**src/rtl/mii_udp_rx.sv**
```systemverilog
// MII nibble receiver: preamble/SFD detection, Ethernet/IPv4/UDP header filtering,
// UDP payload streaming and Ethernet FCS residue check.
module mii_udp_rx #(
  parameter logic [47:0] LOCAL_MAC  = 48'h000A3501FEC0,
  parameter logic [31:0] LOCAL_IP   = 32'hC0A80002,
  parameter logic [15:0] LOCAL_PORT = 16'd6000
) (
  input  logic        mii_rx_clk,
  input  logic        rst_n,
  input  logic        mii_rx_dv,
  input  logic        mii_rx_er,
  input  logic [3:0]  mii_rx_da,
  output logic        pl_wr_en,
  output logic [7:0]  pl_wr_da,
  output logic        pl_sop,
  output logic        pl_eop,
  output logic [31:0] src_ip,
  output logic [15:0] src_port,
  output logic [15:0] pl_len,
  output logic        frame_done,
  output logic        frame_ok
);

  typedef enum logic [3:0] {
    WAIT_IDLE, IDLE, PREAMBLE, ETH_HDR, IP_HDR, UDP_HDR, PAYLOAD, TRAILER, DROP
  } state_t;

  localparam logic [31:0] CRC_RESIDUE = 32'hDEBB20E3;
  localparam logic [31:0] CRC_POLY_R  = 32'hEDB88320;

  state_t      state_q, state_d;
  logic        phase_q, phase_d;
  logic [3:0]  lo_q, lo_d;
  logic [10:0] cnt_q, cnt_d;
  logic [31:0] crc_q, crc_d;
  logic        err_q, err_d;
  logic        uc_q, uc_d;
  logic        bc_q, bc_d;
  logic [7:0]  len_hi_q, len_hi_d;
  logic [15:0] pl_cnt_q, pl_cnt_d;
  logic [15:0] pl_len_q, pl_len_d;
  logic [31:0] src_ip_q, src_ip_d;
  logic [15:0] src_port_q, src_port_d;
  logic        wr_en_q, wr_en_d;
  logic [7:0]  wr_da_q, wr_da_d;
  logic        sop_q, sop_d;
  logic        eop_q, eop_d;
  logic        done_q, done_d;
  logic        ok_q, ok_d;

  logic [7:0]  rx_byte;
  logic [7:0]  mac_byte;
  logic [7:0]  ip_byte;
  logic [15:0] udp_len;
  logic        in_frame;
  logic        byte_done;

  // Reflected CRC-32, one nibble per call (LSB first, matching MII nibble order).
  function automatic logic [31:0] crc_nibble(input logic [31:0] c, input logic [3:0] n);
    logic [31:0] r;
    r = c ^ {28'd0, n};
    for (int i = 0; i < 4; i++) begin
      r = r[0] ? ((r >> 1) ^ CRC_POLY_R) : (r >> 1);
    end
    return r;
  endfunction

  assign rx_byte   = {mii_rx_da, lo_q};
  assign udp_len   = {len_hi_q, rx_byte};
  assign in_frame  = (state_q == ETH_HDR) || (state_q == IP_HDR) || (state_q == UDP_HDR) ||
                     (state_q == PAYLOAD) || (state_q == TRAILER) || (state_q == DROP);
  assign byte_done = in_frame && mii_rx_dv && phase_q;

  // Expected header bytes selected by the byte counter position.
  always_comb begin
    case (cnt_q[2:0])
      3'd0:    mac_byte = LOCAL_MAC[47:40];
      3'd1:    mac_byte = LOCAL_MAC[39:32];
      3'd2:    mac_byte = LOCAL_MAC[31:24];
      3'd3:    mac_byte = LOCAL_MAC[23:16];
      3'd4:    mac_byte = LOCAL_MAC[15:8];
      default: mac_byte = LOCAL_MAC[7:0];
    endcase
    case (cnt_q[1:0])
      2'd2:    ip_byte = LOCAL_IP[31:24];
      2'd3:    ip_byte = LOCAL_IP[23:16];
      2'd0:    ip_byte = LOCAL_IP[15:8];
      default: ip_byte = LOCAL_IP[7:0];
    endcase
  end

  always_comb begin
    state_d    = state_q;
    phase_d    = phase_q;
    lo_d       = lo_q;
    cnt_d      = cnt_q;
    crc_d      = crc_q;
    err_d      = err_q;
    uc_d       = uc_q;
    bc_d       = bc_q;
    len_hi_d   = len_hi_q;
    pl_cnt_d   = pl_cnt_q;
    pl_len_d   = pl_len_q;
    src_ip_d   = src_ip_q;
    src_port_d = src_port_q;
    wr_en_d    = 1'b0;
    wr_da_d    = wr_da_q;
    sop_d      = 1'b0;
    eop_d      = 1'b0;
    done_d     = 1'b0;
    ok_d       = 1'b0;

    if (in_frame && mii_rx_dv) begin
      crc_d   = crc_nibble(crc_q, mii_rx_da);
      err_d   = err_q | mii_rx_er;
      phase_d = ~phase_q;
      if (!phase_q) lo_d = mii_rx_da;
      else          cnt_d = (cnt_q == 11'h7FF) ? cnt_q : cnt_q + 11'd1;
    end else if (in_frame) begin
      // Only a frame that reached TRAILER has matched headers and a complete payload.
      state_d = IDLE;
      done_d  = 1'b1;
      ok_d    = (state_q == TRAILER) && (crc_q == CRC_RESIDUE) && !err_q && !phase_q;
    end

    case (state_q)
      WAIT_IDLE: if (!mii_rx_dv) state_d = IDLE;
      IDLE: begin
        if (mii_rx_dv) state_d = (mii_rx_da == 4'h5) ? PREAMBLE : WAIT_IDLE;
      end
      PREAMBLE: begin
        if (!mii_rx_dv || (mii_rx_da != 4'h5 && mii_rx_da != 4'hD)) begin
          state_d = WAIT_IDLE;
        end else if (mii_rx_da == 4'hD) begin
          state_d = ETH_HDR;
          phase_d = 1'b0;
          cnt_d   = 11'd0;
          crc_d   = 32'hFFFFFFFF;
          err_d   = 1'b0;
          uc_d    = 1'b1;
          bc_d    = 1'b1;
        end
      end
      ETH_HDR: if (byte_done) begin
        if (cnt_q < 11'd6) begin
          uc_d = uc_q && (rx_byte == mac_byte);
          bc_d = bc_q && (rx_byte == 8'hFF);
          if (!uc_d && !bc_d) state_d = DROP;
        end else if (cnt_q == 11'd12) begin
          if (rx_byte != 8'h08) state_d = DROP;
        end else if (cnt_q == 11'd13) begin
          state_d = (rx_byte == 8'h00) ? IP_HDR : DROP;
        end
      end
      IP_HDR: if (byte_done) begin
        case (cnt_q)
          11'd14: if (rx_byte != 8'h45) state_d = DROP;
          11'd23: if (rx_byte != 8'd17) state_d = DROP;
          11'd26, 11'd27, 11'd28, 11'd29: src_ip_d = {src_ip_q[23:0], rx_byte};
          11'd30, 11'd31, 11'd32: if (rx_byte != ip_byte) state_d = DROP;
          11'd33: state_d = (rx_byte == ip_byte) ? UDP_HDR : DROP;
          default: ;
        endcase
      end
      UDP_HDR: if (byte_done) begin
        case (cnt_q)
          11'd34, 11'd35: src_port_d = {src_port_q[7:0], rx_byte};
          11'd36: if (rx_byte != LOCAL_PORT[15:8]) state_d = DROP;
          11'd37: if (rx_byte != LOCAL_PORT[7:0]) state_d = DROP;
          11'd38: len_hi_d = rx_byte;
          11'd39: begin
            if (udp_len < 16'd8) state_d = DROP;
            else                 pl_len_d = udp_len - 16'd8;
          end
          11'd41: begin
            pl_cnt_d = 16'd0;
            state_d  = (pl_len_q == 16'd0) ? TRAILER : PAYLOAD;
          end
          default: ;
        endcase
      end
      PAYLOAD: if (byte_done) begin
        wr_en_d  = 1'b1;
        wr_da_d  = rx_byte;
        sop_d    = (pl_cnt_q == 16'd0);
        eop_d    = (pl_cnt_q == pl_len_q - 16'd1);
        pl_cnt_d = pl_cnt_q + 16'd1;
        if (eop_d) state_d = TRAILER;
      end
      default: ;
    endcase
  end

  always_ff @(posedge mii_rx_clk) begin
    if (!rst_n) begin
      state_q    <= WAIT_IDLE;
      phase_q    <= 1'b0;
      lo_q       <= 4'd0;
      cnt_q      <= 11'd0;
      crc_q      <= 32'd0;
      err_q      <= 1'b0;
      uc_q       <= 1'b0;
      bc_q       <= 1'b0;
      len_hi_q   <= 8'd0;
      pl_cnt_q   <= 16'd0;
      pl_len_q   <= 16'd0;
      src_ip_q   <= 32'd0;
      src_port_q <= 16'd0;
      wr_en_q    <= 1'b0;
      wr_da_q    <= 8'd0;
      sop_q      <= 1'b0;
      eop_q      <= 1'b0;
      done_q     <= 1'b0;
      ok_q       <= 1'b0;
    end else begin
      state_q    <= state_d;
      phase_q    <= phase_d;
      lo_q       <= lo_d;
      cnt_q      <= cnt_d;
      crc_q      <= crc_d;
      err_q      <= err_d;
      uc_q       <= uc_d;
      bc_q       <= bc_d;
      len_hi_q   <= len_hi_d;
      pl_cnt_q   <= pl_cnt_d;
      pl_len_q   <= pl_len_d;
      src_ip_q   <= src_ip_d;
      src_port_q <= src_port_d;
      wr_en_q    <= wr_en_d;
      wr_da_q    <= wr_da_d;
      sop_q      <= sop_d;
      eop_q      <= eop_d;
      done_q     <= done_d;
      ok_q       <= ok_d;
    end
  end

  assign pl_wr_en   = wr_en_q;
  assign pl_wr_da   = wr_da_q;
  assign pl_sop     = sop_q;
  assign pl_eop     = eop_q;
  assign src_ip     = src_ip_q;
  assign src_port   = src_port_q;
  assign pl_len     = pl_len_q;
  assign frame_done = done_q;
  assign frame_ok   = ok_q;

endmodule

```
**config.mk**
```make
export PLATFORM = sky130hd
export DESIGN_NAME = mii_udp_rx
export DESIGN_NICKNAME = d
export VERILOG_FILES = /design/src/rtl/mii_udp_rx.sv
export SDC_FILE = /design/constraint.sdc
export NUM_CORES = 1
export LEC_CHECK = 0
export CAP_MARGIN = 20
export CORE_ASPECT_RATIO = 1.25
export CORE_MARGIN = 2
export CORE_UTILIZATION = 36
export CTS_BUF_LIST = sky130_fd_sc_hd__clkbuf_4 sky130_fd_sc_hd__clkbuf_8
export DETAILED_ROUTE_END_ITERATION = 8
export PLACE_DENSITY = 0.6
export SLEW_MARGIN = 20
export SYNTH_ARGS = -nofsm -noshare
export SYNTH_HDL_FRONTEND = slang
export SYNTH_SLANG_ARGS = --single-unit
```
**constraint.sdc**
```tcl
create_clock -name mii_rx_clk -period 2.6 [get_ports mii_rx_clk]
set_input_delay 0.52 -clock mii_rx_clk [delete_from_list [all_inputs] [get_ports mii_rx_clk]]
set_output_delay 0.52 -clock mii_rx_clk [all_outputs]
set_load 0.01 [all_outputs]
```
==> impl_metrics.csv <==
group,metric,value,unit
clock_tree,cts.sinks,156,
synth,syn_area_per_cell,8.17,sq um
worst_setup_path,crit_path_frequent_cell,"buf_4",
detailed_routing,wl_met2,11300,um
grt,grt_overflow_total,0,
power_and_ir_drop,p_switching,1230,uW
detailed_routing,drtIter0Drc,570,
clock_tree,cts-root-buf,"clkbuf_8",
power_and_ir_drop,pwr-share-seq,0.536,
detailed_routing,viasPerCell,5.23,
synth,synth_area_leaders,"dfxtp_1 (39%), nor2_1 (7.0%), a21oi_1 (6.7%)",
power_and_ir_drop,p_comb_frac,0.053,
grt,grt_pass1_wl,37700,um
timing,whs,461,ps
worst_setup_path,crit_type,"register to register",
worst_setup_path,critPathMaxStageDelay,510,ps
place,dp_hpwl,16700,um
synth,synth_fp_nets,1010,
run_status,violations,"setup timing",
final_layout,diodes,0,
final_layout,area_growth,28.7,%
synth,synth.distinct_cells,78,
clock_tree,clock_latency,460,ps
clock_tree,h-tree-depth,4,
detailed_routing,wl_met3,1140,um
worst_setup_path,cpLargestDelayFamily,"simple AND/OR/NAND/NOR gates",
place,gp_congestion,0.867,
synth,synth_common_cells,"dfxtp_1 (156), nor2_1 (152), a21oi_1 (109)",
detailed_routing,wl,23300,um
power_and_ir_drop,p_leak,0.00420,uW
timing,layout_setup_ws,-92.0,ps
synth,yosys_warnings,0,
timing,fin_worst_skew,20.3,ps
synth,seq_area_frac_synth,0.386,
timing,period_share,1.04,
synth,ys_ff_latch,156,
power_and_ir_drop,peakVddDrop,0.275,mV
worst_setup_path,crit_buf_inv,4,
clock_tree,clkTransAtPathRegs,100,ps
timing,finalSetupViolCount,1,
synth,synth_area,8100,sq um
detailed_routing,ant_nets,0,
floorplan,core_area,22200,sq um
final_layout,layout.nets,1160,
final_layout,drive_gt1_frac,0.162,
synth,synthCells,991,
clock_tree,cts_buffers,17,
timing,hold_viol,0,
min_path,hold_class,"register to register",
power_and_ir_drop,power.density,427,nW/um^2
synth,post-synth-top-count-cell,"dfxtp_1",
timing,worstMarginPinSlew,593,ps
timing,rsz0062_at_grt,"yes",
grt,grt_pass1_vias,7317,
worst_setup_path,cp_cell_sequence,"inv_2 > ha_4 > or4b_4 > nor3_2 > buf_4 > nand3b_1 > buf_4 > buf_4 > or4_1 > nand3_1 > nor4_1 > a21oi_1 > o21a_1",
detailed_routing,wl_per_cell,16.2,um
floorplan,io_pins,85,
place,dp.cells,1401,
timing,slew_viol_final,0,
grt,track_usage,0.196,
run_status,status,"complete, but fails checks",
synth,synth_edf_count,0,
power_and_ir_drop,clkPwrFrac,0.411,
detailed_routing,wl_met1,10400,um
grt,antenna_found_initial,0,
power_and_ir_drop,netSwitchingFraction,0.275,
flow_run,drv_cap,0,
worst_setup_path,worstSetupStartpointType,"register",
worst_setup_path,arrival,3110,ps
synth,synth_ff_type,"dfxtp_1",
synth,synth_top_cell_area_share,0.386,
final_layout,final_cell_area,10400,sq um
floorplan,start_util,0.365,
final_layout,final_cells,1437,
floorplan,die-area,23700,sq um
timing,fmax,371,MHz
worst_setup_path,crit_required,3010,ps
floorplan,die_height,172,um
worst_setup_path,path_max_fanout,4,
detailed_routing,drc,0,
power_and_ir_drop,p_int,3230,uW
place,portBuffers,84,
clock_tree,clock_path_buffers,2,
worst_setup_path,end_kind,"register",
synth,synthArstFlopShare,0,
detailed_routing,vias,7521,
clock_tree,cts_tree,"built",
floorplan,dieWidth,138,um
power_and_ir_drop,power.total,4460,uW
detailed_routing,top_layer,"met4",
worst_setup_path,critical_path.slowest_cell,"or4b_4",
place,placed_area,9900,sq um
floorplan,num_rows,61,
timing,min_period,2690,ps
timing,setup_tns,-92.0,ps
detailed_routing,first_pass_iters,7,
grt,grt_max_degree,120,
timing,slew_headroom,0.601,
synth,synth.largest_area_cell,"dfxtp_1",
## final cells by class
| type | instances | area [sq um] |
|---|---|---|
| Sequential cell | 156 | 3130 |
| Clock inverter | 14 | 146 |
| Timing Repair Buffer | 199 | 1780 |
| Tap cell | 283 | 354 |
| Inverter | 15 | 57.6 |
| Fill cell | 2158 | 11800 |
| Clock buffer | 18 | 248 |
| Multi-Input combinational cell | 752 | 4710 |
## flip-flops by register name, indices dropped and copies added, names as in the netlist, 4 cells and up
signal,count
crc_q,32
src_ip,32
pl_cnt_q,16
pl_len,16
src_port,16
cnt_q,11
len_hi_q,8
pl_wr_da,8
lo_q,4
state_q,4
## path summary, 6_finish.rpt
check                    from  slack [ps]  cells after the start           to
setup / recovery    pl_len[1]         -90                     13   state_q[0]
hold / removal    pl_wr_da[3]         460                      2  pl_wr_da[3]
setup reg to reg    pl_len[1]         -90                     13   state_q[0]
hold reg to reg   pl_wr_da[3]         460                      2  pl_wr_da[3]
## power groups by stage
stage          sequential (uW)  clock, uW  combinational, uW
4_1_cts                   2390       1890                233
3_5_place_dp              2450          0                232
5_1_grt                   2390       1990                254
2_1_floorplan             2440          0                139
3_3_place_gp              2450          0                234
6_report                  2390       1830                234
## layout by cell type (no fill, tap or decap), types with 17 or more instances in the layout
cell	count
mux2i_1	53
clkbuf_8	18
xor2_1	43
nor4_1	17
dfxtp_1	153
nand2_1	91
o21ai_0	19
a21oi_1	108
nor3_1	19
clkdlybuf4s50_1	83
nand3_1	23
xnor2_1	38
nor2_1	152
buf_4	108
## worst min-delay path, delay by kind of cell, from the launching register on
family	cells	cell delay, ps
AND/OR/NAND/NOR	1	50
AO/OA/AOI/OAI	1	50
flip-flops	1	320
## cell families after synthesis
group                      synth area share
AOI/OAI and AO/OA                     0.146
xor gates and xnor gates             0.0927
adders and majority gates            0.0170
buffers and inverters                0.0445
DFF                                   0.386
muxes                                0.0655
and+or+nand+nor                       0.248
## through the flow
| stage | util | worst slack (ps) |
|---|---|---|
| finish | 0.469 | -92.0 |
| global route | 0.469 | -253 |
| CTS | 0.465 | -12.6 |
| detailed placement | 0.446 | -541 |
| global placement | 0.446 | -570 |
| floorplan | - | 104 |
## layer usage
metal	global-route usage	vias to the layer above
li1	-	3770
met1	0.240	3530
met2	0.343	192
met3	0.0373	29
met4	0.0741	0
met5	0	-
## timing repair
item / 4_1_cts / 5_1_grt
cloned: 0 / 0
endpoints found under the hold margin: 0 / 0
endpoints found under the setup margin: 2 / 4
resized for setup: 5 / 20
setup buffers: 1 / 3
hold buffers: 0 / 0
pin swaps: 4 / 10
No activity file was read; power rests on OpenSTA's default activity.
